$ cat config.mk
export PLATFORM = sky130hd
export DESIGN_NAME = stopwatch_core
export DESIGN_NICKNAME = d
export VERILOG_FILES = /design/src/rtl/stopwatch_pkg.sv /design/src/rtl/bcd_digit_counter.sv /design/src/rtl/stopwatch_core.sv
export SDC_FILE = /design/constraint.sdc
export NUM_CORES = 1
export LEC_CHECK = 0
export CAP_MARGIN = 20
export CELL_PAD_IN_SITES_DETAIL_PLACEMENT = 0
export CELL_PAD_IN_SITES_GLOBAL_PLACEMENT = 2
export CORE_ASPECT_RATIO = 1.4
export CORE_MARGIN = 5
export CORE_UTILIZATION = 41
export CTS_CLUSTER_SIZE = 25
export DETAILED_ROUTE_END_ITERATION = 7
export GPL_TIMING_DRIVEN = 0
export PLACE_DENSITY = 0.84
export SYNTH_ARGS = -nofsm -noshare
export SYNTH_HDL_FRONTEND = slang
export SYNTH_SLANG_ARGS = --single-unit
$ cat constraint.sdc
create_clock -name clk -period 5.1 [get_ports clk]
set_input_delay 1.02 -clock clk [delete_from_list [all_inputs] [get_ports clk]]
set_output_delay 1.02 -clock clk [all_outputs]
set_load 0.05 [all_outputs]
$ cat src/rtl/stopwatch_pkg.sv
// Shared types and constants for the stopwatch timekeeping stage.
package stopwatch_pkg;

    typedef enum logic [1:0] {
        ST_IDLE     = 2'd0,
        ST_RUNNING  = 2'd1,
        ST_PAUSED   = 2'd2,
        ST_LAP_HOLD = 2'd3
    } state_t;

    localparam logic [3:0] DIGIT_MAX_9 = 4'd9;
    localparam logic [3:0] DIGIT_MAX_5 = 4'd5;

    // Nibble positions inside the packed MM:SS.CC display word
    localparam int CS_ONES_LSB  = 0;
    localparam int CS_TENS_LSB  = 4;
    localparam int SEC_ONES_LSB = 8;
    localparam int SEC_TENS_LSB = 12;
    localparam int MIN_ONES_LSB = 16;
    localparam int MIN_TENS_LSB = 20;

    function automatic int tick_div(input int clk_freq_hz, input int tick_hz);
        return clk_freq_hz / tick_hz;
    endfunction

endpackage

$ cat src/rtl/bcd_digit_counter.sv
// One BCD digit of the cascade: counts 0..MAX when enabled, wraps to 0.
module bcd_digit_counter
    import stopwatch_pkg::*;
#(
    parameter logic [3:0] MAX = DIGIT_MAX_9
) (
    input  logic       clk,
    input  logic       rst_n,
    input  logic       clr,
    input  logic       en,
    output logic [3:0] q,
    output logic       at_max
);

    logic [3:0] q_r;

    // Digit register with synchronous clear and wrap at MAX
    always_ff @(posedge clk or negedge rst_n) begin
        if (!rst_n) begin
            q_r <= 4'd0;
        end else if (clr) begin
            q_r <= 4'd0;
        end else if (en) begin
            q_r <= (q_r == MAX) ? 4'd0 : q_r + 4'd1;
        end else begin
            q_r <= q_r;
        end
    end

    assign q      = q_r;
    assign at_max = (q_r == MAX);

endmodule

$ cat src/rtl/stopwatch_core.sv
// Stopwatch timekeeping: button edge detect, run/pause/lap FSM, tick prescaler,
// six-digit BCD cascade and lap snapshot feeding the display controller.
module stopwatch_core
    import stopwatch_pkg::*;
#(
    parameter int CLK_FREQ_HZ = 50_000_000,
    parameter int TICK_HZ     = 100
) (
    input  logic        clk,
    input  logic        rst_n,
    input  logic        start_stop_in,
    input  logic        lap_in,
    input  logic        clear_in,
    output logic [23:0] bcd_data_out,
    output logic        dp_out,
    output logic        running_out,
    output logic        lap_out,
    output logic        overflow_out
);

    localparam int DIV = tick_div(CLK_FREQ_HZ, TICK_HZ);
    localparam int PW  = (DIV > 1) ? $clog2(DIV) : 1;
    localparam logic [PW-1:0] PRESC_LAST = PW'(DIV - 1);

    logic [2:0]    btn_s, btn_q_r, evt_r;
    logic          ev_clr_s, ev_ss_s, ev_lap_s;
    state_t        state_r, state_next_s;
    logic [PW-1:0] presc_r;
    logic [23:0]   lap_r, live_s, bcd_s;
    logic          running_r, lap_flag_r, ovf_r;
    logic          counting_s, tick_s, sat_s, all_max_s;
    logic          zero_s, presc_zero_s, snap_s, set_ovf_s;
    logic [3:0]    digit_q_s [6];
    logic [5:0]    at_max_s;
    logic [5:0]    carry_s;

    assign btn_s = {clear_in, start_stop_in, lap_in};

    // Edge detect, with the event pulse registered once more before the FSM sees it
    always_ff @(posedge clk or negedge rst_n) begin
        if (!rst_n) begin
            btn_q_r <= 3'b000;
            evt_r   <= 3'b000;
        end else begin
            btn_q_r <= btn_s;
            evt_r   <= btn_s & ~btn_q_r;
        end
    end

    // Same-cycle events: clear beats start/stop beats lap; losers are dropped
    assign ev_clr_s = evt_r[2];
    assign ev_ss_s  = evt_r[1] & ~evt_r[2];
    assign ev_lap_s = evt_r[0] & ~evt_r[1] & ~evt_r[2];

    assign counting_s = (state_r == ST_RUNNING) || (state_r == ST_LAP_HOLD);
    assign tick_s     = counting_s && (presc_r == PRESC_LAST);
    assign all_max_s  = &at_max_s;
    assign sat_s      = tick_s & all_max_s;
    assign carry_s[0] = tick_s & ~all_max_s;

    for (genvar i = 0; i < 6; i++) begin : g_digit
        localparam logic [3:0] DMAX = (i == 3 || i == 5) ? DIGIT_MAX_5 : DIGIT_MAX_9;
        bcd_digit_counter #(.MAX(DMAX)) u_digit (
            .clk    (clk),
            .rst_n  (rst_n),
            .clr    (zero_s),
            .en     (carry_s[i]),
            .q      (digit_q_s[i]),
            .at_max (at_max_s[i])
        );
        if (i < 5) begin : g_carry
            assign carry_s[i+1] = carry_s[i] & at_max_s[i];
        end
    end

    assign live_s[CS_ONES_LSB  +: 4] = digit_q_s[0];
    assign live_s[CS_TENS_LSB  +: 4] = digit_q_s[1];
    assign live_s[SEC_ONES_LSB +: 4] = digit_q_s[2];
    assign live_s[SEC_TENS_LSB +: 4] = digit_q_s[3];
    assign live_s[MIN_ONES_LSB +: 4] = digit_q_s[4];
    assign live_s[MIN_TENS_LSB +: 4] = digit_q_s[5];

    // Next-state and control strobes; saturation overrides any same-cycle button
    always_comb begin
        state_next_s = state_r;
        zero_s       = 1'b0;
        presc_zero_s = 1'b0;
        snap_s       = 1'b0;
        set_ovf_s    = 1'b0;
        case (state_r)
            ST_IDLE: begin
                if (ev_ss_s) begin
                    state_next_s = ST_RUNNING;
                    presc_zero_s = 1'b1;
                end else if (ev_clr_s || ev_lap_s) begin
                    zero_s = 1'b1;
                end else begin
                    state_next_s = ST_IDLE;
                end
            end
            ST_RUNNING: begin
                if (sat_s) begin
                    state_next_s = ST_PAUSED;
                    set_ovf_s    = 1'b1;
                end else if (ev_ss_s) begin
                    state_next_s = ST_PAUSED;
                end else if (ev_lap_s) begin
                    state_next_s = ST_LAP_HOLD;
                    snap_s       = 1'b1;
                end else begin
                    state_next_s = ST_RUNNING;
                end
            end
            ST_LAP_HOLD: begin
                if (sat_s) begin
                    state_next_s = ST_PAUSED;
                    set_ovf_s    = 1'b1;
                end else if (ev_ss_s) begin
                    state_next_s = ST_PAUSED;
                end else if (ev_lap_s) begin
                    state_next_s = ST_RUNNING;
                end else begin
                    state_next_s = ST_LAP_HOLD;
                end
            end
            ST_PAUSED: begin
                if (ev_clr_s) begin
                    state_next_s = ST_IDLE;
                    zero_s       = 1'b1;
                end else if (ev_ss_s && !ovf_r) begin
                    state_next_s = ST_RUNNING;
                end else begin
                    state_next_s = ST_PAUSED;
                end
            end
            default: begin
                state_next_s = ST_IDLE;
                zero_s       = 1'b1;
            end
        endcase
    end

    // State, registered status flags and sticky overflow
    always_ff @(posedge clk or negedge rst_n) begin
        if (!rst_n) begin
            state_r    <= ST_IDLE;
            running_r  <= 1'b0;
            lap_flag_r <= 1'b0;
            ovf_r      <= 1'b0;
        end else begin
            state_r    <= state_next_s;
            running_r  <= (state_next_s == ST_RUNNING) || (state_next_s == ST_LAP_HOLD);
            lap_flag_r <= (state_next_s == ST_LAP_HOLD);
            if (zero_s) begin
                ovf_r <= 1'b0;
            end else if (set_ovf_s) begin
                ovf_r <= 1'b1;
            end else begin
                ovf_r <= ovf_r;
            end
        end
    end

    // Prescaler holds while paused so a resumed run loses no partial tick
    always_ff @(posedge clk or negedge rst_n) begin
        if (!rst_n) begin
            presc_r <= '0;
        end else if (zero_s || presc_zero_s || tick_s) begin
            presc_r <= '0;
        end else if (counting_s) begin
            presc_r <= presc_r + PW'(1);
        end else begin
            presc_r <= presc_r;
        end
    end

    // Lap snapshot takes the pre-increment count on a coincident tick
    always_ff @(posedge clk or negedge rst_n) begin
        if (!rst_n) begin
            lap_r <= 24'h000000;
        end else if (snap_s) begin
            lap_r <= live_s;
        end else begin
            lap_r <= lap_r;
        end
    end

    // Display selects the frozen lap value only while holding a lap
    always_comb begin
        bcd_s = live_s;
        if (state_r == ST_LAP_HOLD) begin
            bcd_s = lap_r;
        end else begin
            bcd_s = live_s;
        end
    end

    assign bcd_data_out = bcd_s;
    assign dp_out       = running_r;
    assign running_out  = running_r;
    assign lap_out      = lap_flag_r;
    assign overflow_out = ovf_r;

endmodule

Yosys cells after proc, flatten, opt, wreduce, memory -nomap -nowiden --
Cells that the tools add are included.
Cells by class: add/sub/neg operators 7, equal/unequal tests 12, multiplexer cells 46, bitwise operators 15, reductions and logical operators 19
Operators with widths (number):
- 2-to-1 mux 4 bit | 18
- 2-to-1 mux 19 bit | 2
- adder 4 x 1 -> 4 bit (second input constant) | 6
- 2-to-1 mux 24 bit | 1
- 2-to-1 mux 2 bit | 10
- adder 19 x 1 -> 19 bit (second input constant) | 1
- equality test 19 bit (second input constant) | 1
- equality test 4 bit (second input constant) | 4
- nonzero test 2 bit | 8
- 2-to-1 mux 1 bit | 13
- bitwise AND 1 bit | 10
- equality test 4 x 3 -> 1 bit (second input constant) | 2
- one-hot mux 2 bit (4 select lines) | 1
- equality test 2 bit (second input constant) | 3
- AND reduction 6 bit | 1
- logical OR 1 bit | 5
- equality test 2 x 1 -> 1 bit (second input constant) | 2
- bitwise AND 3 bit | 1
- NOT 1 bit | 3
- NOT 3 bit | 1
- logical AND 1 bit | 2
- zero test 2 bit | 1
- one-hot mux 1 bit (2 select lines) | 1
- OR reduction 2 bit | 1
- zero test 1 bit | 1
Word-level totals: bits in registers 78, input port bits 5, output and inout bits 28

Logic depth before layout (Yosys ltp) --
Gate-level depths: netlist of the first run.
word-level depth 11, mapped depth 9, mapped depth without buffers 7

Modules after synthesis --
From an unflattened synthesis of the first run, not the netlist that was laid out.
Unflattened totals: cells, all modules 375, area total of the unflattened synthesis 4058.9 sq um
Modules (own cells, without submodules):
- stopwatch_core | times used 1, cells each 233, area an instance 2695.1 sq um, sequential area each 1351.3 sq um
- bcd_digit_counter at g_digit[0].u_digit ... | times used 4, cells each 24, area an instance 231.5 sq um, sequential area each 100.1 sq um
- bcd_digit_counter at g_digit[3].u_digit ... | times used 2, cells each 23, area an instance 219.0 sq um, sequential area each 100.1 sq um

Worst setup path after synthesis of the first run --
No wires, ideal clock.
path kind register -> output, start point reg state_r[0], end point out bcd_data_out[10], data arrival time 1949 ps, required time 4080 ps, path slack 2131 ps, cell stages (with the launch flop) 5, path through dfrtp_1 buf_1 nand2_1 clkbuf_1 mux2_2
On the way: word-level cells in the longest chain between the ends 2
Ends and longest elaborated chain:
- start: declaration | line stopwatch_core.sv:27 | state_t state_r, state_next_s;
- start signal: assignment | line stopwatch_core.sv:151 | state_r <= state_next_s;
- equality test 2 bit | line stopwatch_core.sv:191 | if (state_r == ST_LAP_HOLD) begin
- 2-to-1 mux 24 bit | line stopwatch_core.sv:191
- end: declaration | line stopwatch_core.sv:14 | output logic [23:0] bcd_data_out,
Every way passes these cells.

Final worst setup path of the first run --
start point reg state_r[0], end point out bcd_data_out[20]
Same word-level chain as after synthesis.

==> results of run 1 <==
==> Yosys cell counts (all sizes together) (5+ instances only) <==
cell type   n
dfrtp      77
mux2       48
nor2       39
nand2      26
xnor2      20
clkbuf     13
ha         13
inv        13
a21oi      11
nand3      11
nor4       10
nor3        9
nand4       8
o21ai       7
or4         7
nand3b      6
and3b       5
o211ai      5
==> power breakdown <==
part           switching [mW]  leakage, nW  internal [mW]
Combinational           0.104        0.879         0.0540
Sequential             0.0154         1.06          0.626
Clock                   0.242        0.158          0.416
Total                   0.361         2.10           1.10
==> worst max-delay path, stage by stage (launching register included) <==
cell and delay (ns):
dfrtp_1 0.45, buf_1 0.41, nand2_1 0.34, clkbuf_1 0.39, mux2_2 0.32, clkdlybuf4s50_1 0.80
==> kinds of logic (layout without fill, tap and decap cells) <==
logic type | after synthesis | in the layout
adder cells (fa/ha/maj) | 13 | 13
XOR/XNOR | 23 | 23
flip-flops | 77 | 77
multiplexers | 52 | 52
AND/OR/NAND/NOR | 143 | 143
AO/OA/AOI/OAI | 41 | 41
buffers and inverters | 30 | 80
==> path summary, 6_finish.rpt <==
kind                            slack [ns]  cells after the start                      end  startpoint
worst min-delay path                  0.39                      1                 evt_r[1]  btn_q_r[1]
worst min register to register        0.39                      1                 evt_r[1]  btn_q_r[1]
max in group asynchronous             3.95                      2                  lap_out       rst_n
worst max register to register        1.92                      7                 lap_r[4]  presc_r[6]
worst max-delay path                  1.04                      5         bcd_data_out[20]  state_r[0]
min in group asynchronous             0.58                      1  g_digit[2].u_digit.q[0]       rst_n
==> per-layer routing <==
layer  vias to the layer above  track usage  routed length [um]
li1                       1460            -                   -
met1                      1490        0.187                3740
met2                        41        0.271                4570
met3                        12       0.0253                 268
met4                         0       0.0723                 191
met5                         -            0                   0
==> registers in the layout, summed over array words and instances (netlist names) <==
register and flops:
btn_q_r 3, lap_r 24, evt_r 3, overflow_out 1, state_r 2, lap_out 1, presc_r 19, g_digit.u_digit.q 24
==> final cells by class <==
cell class	count	area [um^2]
tap	135	169
clock inverter	4	45.0
clock buffer	12	267
inverter	13	48.8
buffer	17	76.3
fill	962	4920
timing repair buffer	34	350
multi-input combinational	272	1990
sequential	77	1930
==> results.cfg, run 1 <==
[yosys]
synth_nets = 397
ys_seq_area_frac = 0.477
ys_ff_latch = 77
synthArstFlopShare = 1.00
yosysTopAreaCell = dfrtp_1
synth.distinct_cells = 49
yosys_warnings = 0
synth_area_leaders = dfrtp_1, mux2_2, xnor2_1
synth_top_family_by_area = simple AND/OR/NAND/NOR gates
syn_area_per_cell_um2 = 10.7
synthSimpleGateAreaFrac = 0.190
synth_enable_flop_cells = 0
synthAdderAreaFrac = 0.0403
synth_top_flop_cell = dfrtp_1
synthCells = 379
synth_compound_area_frac = 0.0688
yosys.area_share.xor_xnor = 0.0499
muxShareOfSynthArea = 0.144
syn-cell-area_um2 = 4040
synth_top_area_frac = 0.477

[clock_network]
clock_latency_ns = 0.33
post-cts-setup-buffers = 0
path_clk_slew_ns = 0.06
clockRootBuffer = clkbuf_16
numCtsBuffers = 9
clockBufferDepth = 2
cts.sinks = 77
cts_resized = 0
cts_hold_buf = 0
h-tree-depth = 3
cts_tree = yes

[sta]
setup_tns_ns = 0
finalCritPeriodShare = 0.796
slew_violations = 0
hold_slack_ns = 0.391
maxSlewHeadroom = 0.416
fin_ws_ns = 1.04
hold_viol_final = 0
fmaxAchievable_mhz = 246
skew_ns = 0.00489
tightest_slew_ns = 0.870
period_minus_slack_ns = 4.06
setup_viol = 0
rsz0062_at_grt = false

[detailed_routing]
drc = 0
post_drt_wl_per_cell_um = 15.5
dr.pass1.iters = 4
drtIter0Drc = 64
post_drt_via_cell_ratio = 5.32
vias = 3003
antenna_left = 0
routed_wl_mm = 8.77

[grt]
grt_pass1_vias = 3032
grt_start_max_net_pins = 55
track_usage = 0.156
gr-total-overflow = 0
antenna_found_initial = 0
grt_pass1_wl_mm = 14.9

[floorplanning]
io_pins = 33
dieWidth_um = 93.9
initial_core_util = 0.413
core_region_area_um2 = 9790
die_area_um2 = 12000
rows = 43
die_y_um = 127

[worst_hold_path]
hp-class = reg -> reg

[worst_setup_path]
cp-end-kind = primary output
critPathKind = reg -> out
cp.required_ns = 4.08
cp_max_fo = 10
crit_path_start_kind = flip-flop
cp.arrival_ns = 3.04

[place]
placedCellCount = 547
place_area_um2 = 4550
dp_slack_ns = 1.35
dp_hpwl_mm = 6.22
numPortBuffers = 32
gp_congestion = 0.776

[finish]
final_area_um2 = 4870
nNetsFinal = 442
n_antenna_cell = 0
areaGrowthSynthToFinish_pct = 20.6
final_cell_mix = dfrtp_1, mux2_2, nor2_1
final_core_util = 0.497
final_common_cell = dfrtp_1
fin_cells = 564
drive_gt1_frac = 0.177

[run]
max-cap-violations = 0

[pwr]
power_leakage_nw = 2.10
power-per-cell-area_nw_per_um2 = 299
finalPower_mw = 1.46
max-vdd-ir-drop_uv = 245

[status]
status = finished clean
(Power assumes the default switching activity.)
==> inputs of run 2 (changes only) <==
- CORE_UTILIZATION: 41 -> 38
- PLACE_DENSITY: 0.84 -> 0.79
- clock period: 5.1 -> 3.9 ns (I/O delays scaled with it)
==> results.cfg, run 2 (same netlist as run 1, synthesis figures left out) <==
[detailed_routing]
routed_wl_mm = 8.95
vias = 2986
routed.top_layer = met4
drc = 0
dr_wl_met3_um = 258
drtIter0Drc = 96
dr.pass1.iters = 5
post_drt_wl_per_cell_um = 15.8
wl_met2_mm = 4.73
wl_met1_mm = 3.79
antenna_left = 0
post_drt_via_cell_ratio = 5.28

[place]
dp_slack_ns = 0.289
gp_congestion = 0.762
numPortBuffers = 32
dp_hpwl_mm = 6.43
placedCellCount = 551

[worst_setup_path]
rrSetupSlack_ns = 0.69
reg2reg_depth = 7
cp-end-kind = primary output
cp_cell_sequence = buf_1 -> nand2_2 -> clkbuf_1 -> mux2_2 -> clkdlybuf4s50_1
crit_path_start_kind = flip-flop
cp_max_fo = 10
cp_slowest_cell = clkdlybuf4s50_1
worst-path-buf-inv = 3
crit_family = buffers and inverters
critPathKind = reg -> out
reg2reg_to = lap_r[17]
timing.rr.start = presc_r[6]
cp.required_ns = 3.12
cp.arrival_ns = 2.86
max_stage_delay_ns = 0.79
critPathLaunch = state_r[0]

[sta]
hold_viol_final = 0
finalCritPeriodShare = 0.934
skew_ns = 0.00496
tightest_slew_ns = 0.877
fin_ws_ns = 0.256
maxSlewHeadroom = 0.411
period_minus_slack_ns = 3.64
fmaxAchievable_mhz = 274
slew_violations = 0
rsz0062_at_grt = false
setup_tns_ns = 0
setup_viol = 0

[finish]
areaGrowthSynthToFinish_pct = 19.9
fillers = 992
nNetsFinal = 442
n_antenna_cell = 0
final_cell_mix = dfrtp_1, mux2_2, nor2_1
multi_input_area_um2 = 1990
drive_gt1_frac = 0.175
regArea_um2 = 1930
final_common_cell = dfrtp_1
fin_cells = 566

[pwr]
power_leakage_nw = 2.08
p_switching_uw = 461
p_int_mw = 1.37
power_frac_seq = 0.459
combPwrFrac = 0.114
max-vdd-ir-drop_uv = 234
p_clk_frac = 0.427
swShare = 0.252
power-per-cell-area_nw_per_um2 = 378

[clock_network]
cts.sinks = 77
clockBufferDepth = 2
clockRootBuffer = clkbuf_16
path_clk_slew_ns = 0.06
numCtsBuffers = 9
clock_latency_ns = 0.33
cts_tree = yes
h-tree-depth = 3

[floorplanning]
core_region_area_um2 = 10400
dieWidth_um = 97.1
rows = 44
io_pins = 33
initial_core_util = 0.388
die_area_um2 = 12800
die_y_um = 132

[grt]
gr-total-overflow = 0
grt_pass1_wl_mm = 15.3
track_usage = 0.148
grt_start_max_net_pins = 58
grt_pass1_vias = 3141
antenna_found_initial = 0

[status]
status = finished clean

[run]
max-cap-violations = 0

[worst_hold_path]
hp-class = in -> async
-- run 2: worst max-delay path by stage --
stage / slack, ns / cells after the start / endpoint
2_1_floorplan: 1.05 / 7 / g_digit[3].u_digit.q[3]
3_3_place_gp: -0.81 / 1 / btn_q_r[2]
3_5_place_dp: 0.29 / 5 / bcd_data_out[20]
4_1_cts: 0.04 / 5 / bcd_data_out[6]
5_1_grt: 0.03 / 5 / bcd_data_out[5]
6_report: 0.26 / 5 / bcd_data_out[11]
-- run 2: timing repair --
item,CTS,global route
setup endpoints to repair,10,20
setup buffers,0,0
resized for setup,1,1
hold buffers,0,0
-- run 2: cell type report --
| type | instances | share of cell area |
|---|---|---|
| well taps | 138 | 0.0356 |
| plain buffers | 17 | 0.0160 |
| repair buffers | 34 | 0.0723 |
| clock buffers | 14 | 0.0565 |
| inverters | 13 | 0.0101 |
| multi-input cells | 272 | 0.411 |
| flip-flops and latches | 77 | 0.398 |
| clock inverters | 1 | 0.00103 |
-- run 2: power groups by stage --
stage	clock network, mW	logic, mW	registers [mW]
final	0.782	0.208	0.840
after floorplan	0	0.124	0.862
after global placement	0	0.208	0.855
after detailed placement	0	0.213	0.854
after CTS	0.808	0.214	0.841
after global routing	0.845	0.230	0.842
-- run 2: routing by layer --
layer | vias up | global-route usage
li1 | 1453 | -
met1 | 1484 | 0.170
met2 | 33 | 0.266
met3 | 16 | 0.0286
met4 | 0 | 0.0617
met5 | - | 0
-- run 2: stage by stage --
step / area [um^2] / utilization / power, mW / hold WS, ns
detailed placement: 4560 / 0.439 / 1.07 / 0.385
finish: 4850 / 0.466 / 1.83 / 0.335
CTS: 4840 / 0.465 / 1.86 / 0.343
floorplan: 4040 / - / 0.986 / 0.378
global placement: 4530 / 0.436 / 1.06 / 0.385
global route: 4850 / 0.466 / 1.92 / 0.360
